### src/rtl/lsu_pkg.sv
// Shared definitions for the MA-stage load/store unit.
// Size codes, FSM states and lane helpers.
package lsu_pkg;

   localparam logic [1:0] SZ_NONE = 2'b00;
   localparam logic [1:0] SZ_B    = 2'b01;
   localparam logic [1:0] SZ_H    = 2'b10;
   localparam logic [1:0] SZ_W    = 2'b11;

   typedef enum logic [1:0] {
      LSU_IDLE,
      LSU_ACCESS,
      LSU_RESP
   } lsu_state_e;

   function automatic logic [3:0] lsu_be(
      input logic [1:0] size,
      input logic [1:0] off
   );
      case (size)
         SZ_B:    return 4'b0001 << off;
         SZ_H:    return 4'b0011 << off;
         SZ_W:    return 4'b1111;
         default: return 4'b0000;
      endcase
   endfunction

   // A request naming both a load and a store is malformed.
   function automatic logic lsu_misaligned(
      input logic [1:0] rd,
      input logic [1:0] wr,
      input logic [1:0] off
   );
      logic [1:0] size;
      size = rd | wr;
      if (rd != SZ_NONE && wr != SZ_NONE)
         return 1'b1;
      case (size)
         SZ_H:    return off[0];
         SZ_W:    return off != 2'b00;
         default: return 1'b0;
      endcase
   endfunction

   function automatic logic [31:0] lsu_lanes(
      input logic [1:0]  size,
      input logic [31:0] wdata
   );
      case (size)
         SZ_B:    return {4{wdata[7:0]}};
         SZ_H:    return {2{wdata[15:0]}};
         default: return wdata;
      endcase
   endfunction

endpackage

### src/rtl/lsu_load_align.sv
// Load data extraction: shift the read word down to the
// addressed lane, then sign- or zero-extend it.
module lsu_load_align
   import lsu_pkg::*;
(
   input  logic [31:0] rdata,
   input  logic [1:0]  off,
   input  logic [1:0]  size,
   input  logic        uns,
   output logic [31:0] data
);

   logic [31:0] sh;

   assign sh = rdata >> {off, 3'b000};

   always_comb begin
      data = '0;
      case (size)
         SZ_B:    data = {{24{~uns & sh[7]}}, sh[7:0]};
         SZ_H:    data = {{16{~uns & sh[15]}}, sh[15:0]};
         SZ_W:    data = rdata;
         default: data = '0;
      endcase
   end

endmodule

### src/rtl/ma_lsu.sv
// Load/store unit between the MA stage and data memory:
// one op at a time over a valid/ack word-aligned port.
module ma_lsu
   import lsu_pkg::*;
#(
   parameter int unsigned ACK_TIMEOUT = 64
) (
   input  logic        clk,
   input  logic        reset,
   input  logic        req_valid,
   output logic        req_ready,
   input  logic [1:0]  mem_read,
   input  logic [1:0]  mem_write,
   input  logic        load_unsigned,
   input  logic [31:0] addr,
   input  logic [31:0] wdata,
   output logic        rsp_valid,
   output logic [31:0] rsp_rdata,
   output logic        misalign,
   output logic        bus_err,
   output logic        mem_req,
   output logic        mem_we,
   output logic [31:0] mem_addr,
   output logic [3:0]  mem_be,
   output logic [31:0] mem_wdata,
   input  logic [31:0] mem_rdata,
   input  logic        mem_ack
);

   localparam int CW =
      (ACK_TIMEOUT > 1) ? $clog2(ACK_TIMEOUT) : 1;

   lsu_state_e state, nxt;

   logic          go, bad, timeout;
   logic [1:0]    size;
   logic [CW-1:0] cnt;
   logic [1:0]    off_q, rd_q;
   logic          uns_q, misal_q, berr_q;
   logic [31:0]   rdata_q, ld_data;

   assign size = mem_read | mem_write;
   assign go   = req_valid && size != SZ_NONE;
   assign bad  = lsu_misaligned(mem_read, mem_write,
                                addr[1:0]);

   // Ack wins over timeout in the final allowed cycle.
   assign timeout = (ACK_TIMEOUT != 0) && !mem_ack &&
                    (cnt == CW'(ACK_TIMEOUT - 1));

   lsu_load_align u_align (
      .rdata (mem_rdata),
      .off   (off_q),
      .size  (rd_q),
      .uns   (uns_q),
      .data  (ld_data)
   );

   always_ff @(posedge clk or negedge reset) begin
      if (!reset)
         state <= LSU_IDLE;
      else
         state <= nxt;
   end

   always_comb begin
      nxt = state;
      unique case (state)
         LSU_IDLE:
            if (go)
               nxt = bad ? LSU_RESP : LSU_ACCESS;
         LSU_ACCESS:
            if (mem_ack || timeout)
               nxt = LSU_RESP;
         LSU_RESP:
            nxt = LSU_IDLE;
         default:
            nxt = LSU_IDLE;
      endcase
   end

   always_comb begin
      req_ready = state == LSU_IDLE;
      mem_req   = state == LSU_ACCESS;
      rsp_valid = state == LSU_RESP;
      rsp_rdata = rsp_valid ? rdata_q : '0;
      misalign  = rsp_valid & misal_q;
      bus_err   = rsp_valid & berr_q;
   end

   always_ff @(posedge clk or negedge reset) begin
      if (!reset) begin
         mem_we    <= 1'b0;
         mem_addr  <= '0;
         mem_be    <= '0;
         mem_wdata <= '0;
         off_q     <= '0;
         rd_q      <= SZ_NONE;
         uns_q     <= 1'b0;
         misal_q   <= 1'b0;
         berr_q    <= 1'b0;
         rdata_q   <= '0;
         cnt       <= '0;
      end else begin
         if (state == LSU_IDLE && go) begin
            misal_q <= bad;
            berr_q  <= 1'b0;
            rdata_q <= '0;
            cnt     <= '0;
            if (!bad) begin
               mem_we    <= mem_write != SZ_NONE;
               mem_addr  <= {addr[31:2], 2'b00};
               mem_be    <= lsu_be(size, addr[1:0]);
               mem_wdata <= lsu_lanes(size, wdata);
               off_q     <= addr[1:0];
               rd_q      <= mem_read;
               uns_q     <= load_unsigned;
            end
         end
         if (state == LSU_ACCESS) begin
            if (mem_ack)
               rdata_q <= ld_data;
            else if (timeout)
               berr_q <= 1'b1;
            else
               cnt <= cnt + 1'b1;
         end
      end
   end

endmodule
### config.mk
export PLATFORM = sky130hd
export DESIGN_NAME = ma_lsu
export DESIGN_NICKNAME = d
export VERILOG_FILES = /design/src/rtl/lsu_pkg.sv /design/src/rtl/lsu_load_align.sv /design/src/rtl/ma_lsu.sv
export SDC_FILE = /design/constraint.sdc
export NUM_CORES = 1
export LEC_CHECK = 0
export CAP_MARGIN = 10
export CORE_MARGIN = 2
export CORE_UTILIZATION = 49
export DETAILED_ROUTE_END_ITERATION = 10
export PLACE_DENSITY_LB_ADDON = 0.08
export SETUP_SLACK_MARGIN = 0.1
export SLEW_MARGIN = 30
export SYNTH_ARGS = -nofsm -noshare
export SYNTH_HDL_FRONTEND = slang
export SYNTH_HIERARCHICAL = 1
export SYNTH_SLANG_ARGS = --single-unit
### constraint.sdc
create_clock -name clk -period 5.4 [get_ports clk]
set_input_delay 0.54 -clock clk [delete_from_list [all_inputs] [get_ports clk]]
set_output_delay 0.54 -clock clk [all_outputs]
set_load 0.05 [all_outputs]
=== Word-level counts from Yosys, hierarchy flattened ===
Index checks and enable logic that the tools add are counted.

* Bits in registers: 114
* Output and inout bits: 106
* Word-level logic and storage cells: 70
* Input port bits: 105

* Mux-type cells: 23
* Reductions and logical operators: 13
* Bitwise operators: 7
* Eq/ne operators: 11
* Add/subtract/negate cells: 1
* Shifts and indexed selects: 3

{| class="wikitable"
|+ Operators by type and width
! operator !! number
|-
| 2-to-1 mux 32 bit || 4
|-
| one-hot mux 32 bit (3 select lines) || 1
|-
| one-hot mux 32 bit (2 select lines) || 1
|-
| >> shifter 32 x 5 -> 16 bit || 1
|-
| 2-to-1 mux 6 bit || 4
|-
| one-hot mux 4 bit (3 select lines) || 1
|-
| == test 2 bit (second input constant) || 5
|-
| nonzero test 2 bit || 4
|-
| 2-to-1 mux 1 bit || 7
|-
| adder 6 x 1 -> 6 bit (second input constant) || 1
|-
| == test 2 x 1 -> 1 bit (second input constant) || 3
|-
| == test 6 bit (second input constant) || 1
|-
| 2-to-1 mux 2 bit || 3
|-
| AND 1 bit || 4
|-
| logical AND 1 bit || 4
|-
| != test 2 x 1 -> 1 bit (second input constant) || 2
|-
| one-hot mux 2 bit (2 select lines) || 1
|-
| AND reduction 2 bit || 2
|-
| << shifter 1 x 2 -> 4 bit (first input constant) || 1
|-
| << shifter 2 x 2 -> 4 bit (first input constant) || 1
|-
| logical NOT 2 bit || 1
|-
| inverter 1 bit || 2
|-
| OR 2 bit || 1
|-
| one-hot mux 1 bit (2 select lines) || 1
|-
| 2 further kinds || 2
|}

=== Longest topological paths before layout ===
* Word-level depth: 8
* Depth in mapped cells: 8
* Depth with buffers taken out: 7

=== Hierarchy ===
Netlist, hierarchy kept.

{| class="wikitable"
|+ Modules (own cells, without submodules)
! module !! area each (um^2) !! seq. area each (um^2) !! cells an instance !! times used
|-
| ma_lsu || 5165.0 || 2852.7 || 420 || 1
|-
| lsu_load_align || 844.6 || 0.0 || 117 || 1
|}

=== Least setup slack after synthesis ===
OpenSTA, ideal clock, no wires.

* Path kind: input -> register
* Start: in mem_write[1]
* End: reg mem_wdata[23]
* Required time: 5.275 ns
* Setup time: 0.125 ns
* Setup slack: 2.956 ns
* Buffers on the path: 1
* Stages on the path: 7
* Arrival time: 2.319 ns
* Cell sequence: or2_2 > ha_1 > o21ai_2 > nand4b_1 > a21oi_4 > buf_6 > mux2_2

* Word-level cells in the longest chain between the ends: 6
* Elaborated cells between the ends (all ways): 15
* Those cells by class: eq/ne (3); mux (4); bitwise (2); reduce/logical (6)

{| class="wikitable"
|+ RTL lines
! element !! line !! RTL
|-
| start, declared || ma_lsu.sv:13 || <nowiki>input logic [1:0] mem_write,</nowiki>
|-
| OR 2 bit / nonzero test 2 bit (equally long branches) || lsu_pkg.sv:35, ma_lsu.sv:42, lsu_pkg.sv:36 ||
|-
| == test 2 bit (tied with other cells) || lsu_pkg.sv:38 || <nowiki>case (size)</nowiki>
|-
| one-hot mux 1 bit (2 select lines) / 2-to-1 mux 1 bit (equally long branches) || lsu_pkg.sv:38, lsu_pkg.sv:36 ||
|-
| 2-to-1 mux 1 bit || lsu_pkg.sv:38 ||
|-
| inverter 1 bit (no source line) || -- ||
|-
| AND reduction 2 bit (no source line) || -- ||
|-
| end signal, assigned || ma_lsu.sv:114 || <nowiki>mem_wdata <= lsu_lanes(size, wdata);</nowiki>
|-
| end, declared || ma_lsu.sv:25 || <nowiki>output logic [31:0] mem_wdata,</nowiki>
|}

Parallel ways exist; a longest one is shown, timed or not.
A chain may end at the register's enable or synchronous reset.

=== Worst setup path after layout ===
* Start: in mem_write[1]
* End: reg mem_addr[15]

* Word-level cells in the longest chain between the ends: 6
* Elaborated cells between the ends (all ways): 13
* Those cells by class: eq/ne (2); mux (3); bitwise (2); reduce/logical (6)

{| class="wikitable"
|+ RTL lines
! element !! line !! RTL
|-
| OR 2 bit / nonzero test 2 bit (equally long branches) || lsu_pkg.sv:35, ma_lsu.sv:42, lsu_pkg.sv:36 ||
|-
| == test 2 bit / logical AND 1 bit (equally long branches) || lsu_pkg.sv:38, lsu_pkg.sv:36 ||
|-
| one-hot mux 1 bit (2 select lines) / 2-to-1 mux 1 bit (equally long branches) || lsu_pkg.sv:38, lsu_pkg.sv:36 ||
|-
| 2-to-1 mux 1 bit || lsu_pkg.sv:38 ||
|-
| inverter 1 bit (no source line) || -- ||
|-
| AND reduction 2 bit (no source line) * || -- ||
|-
| end signal, assigned || ma_lsu.sv:112 || <nowiki>mem_addr <= {addr[31:2], 2'b00};</nowiki>
|-
| end, declared || ma_lsu.sv:23 || <nowiki>output logic [31:0] mem_addr,</nowiki>
|}

Mark *: on every way between the ends. The rest lies on a longest branch, timed or not.

==> metrics.csv <==
stage;metric;value;unit
synth;synth_cell_types;55;
layout;drive_above_1_share;14.9;%
synth;synthTopCellsByArea;dfrtp_1, mux2_2, a22o_1;
synth;ys_ff_latch;114;
die;dieHeight;115;um
clock_network;cts.clk_slew.worst_paths;0.05;ns
sta;setup_violations;0;
die;fp.dieArea;13200;um^2
power_and_ir_drop;p_per_area;596;nW/um^2
power_and_ir_drop;p_leak;3.82;nW
layout;final_core_util;72.0;%
synth;ys_async_sr_fraction;100;%
synth;synth_top_cell_by_area;dfrtp_1;
drt;firstDrtPassIters;5;
drt;routed_wl;15900;um
sta;max_freq;0.310;GHz
critical_path;crit_arrival;3.52;ns
layout;fin_cells;886;
grt;grt_usage;25.0;%
clock_network;cts_num_sinks;114;
clock_network;cts_tree;done;
layout;fin_nets;839;
sta;skew;0.00562;ns
synth;ys.flop_type;dfrtp_1;
clock_network;clock_latency;0.41;ns
power_and_ir_drop;ir_drop;547;uV
clock_network;cts_made_buffers;17;
grt;antenna_found_initial;0;
grt;grt_pass1_wl;25500;um
clock_network;cts_setup_buffers;0;
drt;drc;0;
drt;via_count;4956;
critical_path;end_kind;flip-flop;
critical_path;start_kind;input pin;
sta;finalHoldViolCount;0;
power_and_ir_drop;clock_power_share;21.4;%
synth;avgSynthCellArea;11.2;um^2
grt;overflow;0;
critical_path;path_max_fanout;61;
grt;grt_pass1_vias;5143;
synth;synth_edf_count;0;
layout;num_antenna_cells;0;
sta;drv_slew;0;
placement;place_inst;856;
clock_network;cts_max_path_buffers;2;
sta;tightest_slew;0.937;ns
die;pin_count;211;
power_and_ir_drop;seqPwrFrac;28.2;%
clock_network;root_buffer;clkbuf_16;
synth;syn_area;6010;um^2
synth;yosysTopAreaCellShare;47.5;%
die;dieWidth;115;um
drt;drtIter0Drc;374;
power_and_ir_drop;p_int;2.93;mW
die;coreArea;12000;um^2
placement;hpwl;11400;um
placement;portBuffers;208;
power_and_ir_drop;p_sw_share;43.2;%
outcome;status;completed;
critical_path;worstPathRequired;5.69;ns
power_and_ir_drop;switching_power;2.23;mW
layout;syn_to_final_growth;43.9;%
layout;fillers;868;
critical_path;worst-setup-path-type;input pin to flip-flop;
placement;gp_congestion;0.926;
drt;routedWlPerCell;18.0;um
die;initial_core_util;50.0;%
clock_network;cts_max_level;4;
synth;netlist_instances;537;
layout;fin_area;8650;um^2
die;rows;40;
sta;rsz0062_at_grt;false;
sta;period_needed;3.23;ns
drt;vias_per_cell;5.59;
clock_network;postCtsResizedCells;0;
synth;synth_most_common_cell;dfrtp_1;
drt;detail-route-antenna-nets;0;
sta;finalSetupTns;0;ns
synth;ys_warn_count;6;
sta;max-slew-margin-rel;37.5;%
placement;placed_area;8070;um^2
synth;synthTopCellsByCount;dfrtp_1, mux2_2, a22o_1;
sta;finalCritPeriodShare;59.8;%
synth;yosysSeqAreaShare;47.5;%
run;cap_violations;0;
min_path;hold_class;input pin to async pin;
power_and_ir_drop;combPwrFrac;50.5;%
grt;grt_max_degree;66;
clock_network;cts_hold_buf;0;
cells by family (layout without fill, tap and decap cells):
kind of cell,Yosys count,in the layout,share of synthesized area [%]
fa+ha+maj,7,7,1.42
other cells,1,2,0.0624
xor+xnor,3,3,0.437
buf+inv,56,257,5.14
simple gates,138,138,12.1
flops,114,114,47.5
mux,86,86,16.0
compound gates,132,132,17.4
area by class of cell:
class,count,area [um^2],area share [%]
inverters,14,52.6,0.608
clock buffers,24,472,5.45
repair buffers,213,2130,24.6
multi-input cells,368,2850,33.0
clock inverters,6,105,1.22
flip-flops and latches,114,2850,33.0
well taps,147,184,2.13
power groups by stage:
stage,logic [mW],registers (mW),clock network [mW]
2_1_floorplan,0.958,2.26,0
3_3_place_gp,2.57,1.45,0
3_5_place_dp,2.60,1.46,0
4_1_cts,2.62,1.45,1.12
5_1_grt,2.73,1.51,1.17
6_report,2.60,1.45,1.10
final timing paths:
path	start	endpoint	slack, ns	cells after the start
min	reset	mem_addr[31]$_DFFE_PN0P_	0.14	1
max in group asynchronous	reset	berr_q$_DFF_PN0_	4.01	2
max	mem_write[1]	mem_addr[15]$_DFFE_PN0P_	2.17	8
min reg2reg	berr_q$_DFF_PN0_	berr_q$_DFF_PN0_	0.47	2
max reg2reg	state[1]$_DFFE_PN0P_	mem_addr[15]$_DFFE_PN0P_	3.01	5
min in group clk	berr_q$_DFF_PN0_	berr_q$_DFF_PN0_	0.47	2
stage by stage:
step           worst slack [ns]  power (mW)  hold WS [ns]
2_1_floorplan              2.96        3.22         0.244
3_3_place_gp               1.87        4.02         0.453
3_5_place_dp               1.78        4.06         0.457
4_1_cts                    2.19        5.19         0.163
5_1_grt                    2.03        5.41         0.199
6_report                   2.17        5.15         0.139
state kept, by name (all words and copies together) (netlist names):
name,flops
cnt,6
mem_we,1
berr_q,1
mem_addr,30
mem_be,4
state,2
misal_q,1
mem_wdata,32
off_q,2
rd_q,2
uns_q,1
rdata_q,32
worst max-delay path: stages:
cell	delay, ns
clkdlybuf4s50_1	0.48
or2_2	0.36
ha_1	0.37
o21ai_2	0.26
nand4b_1	0.25
a21oi_4	0.46
buf_12	0.36
mux2_2	0.39
layout by cell type, fill, tap and decap left out, types with 14 or more instances in the layout:
cell / netlist / layout
clkdlybuf4s50_1: 0 / 207
dfrtp_1: 114 / 114
mux2_2: 63 / 63
a22o_1: 41 / 41
nand2_1: 38 / 38
and2_1: 38 / 38
nor2_1: 19 / 18
o21ai_0: 17 / 17
clkbuf_16: 0 / 17
a21o_1: 16 / 16
a22oi_1: 15 / 15
inv_1: 14 / 14
nand3_1: 14 / 14
layer usage:
metal	vias up	share of wire, %	global-route usage [%]
li1	2313	-	-
met1	2390	40	30.3
met2	214	47	39.8
met3	39	9.6	9.96
met4	0	3.0	10.7
met5	-	0	0
Power figures use the tool's default switching activity.
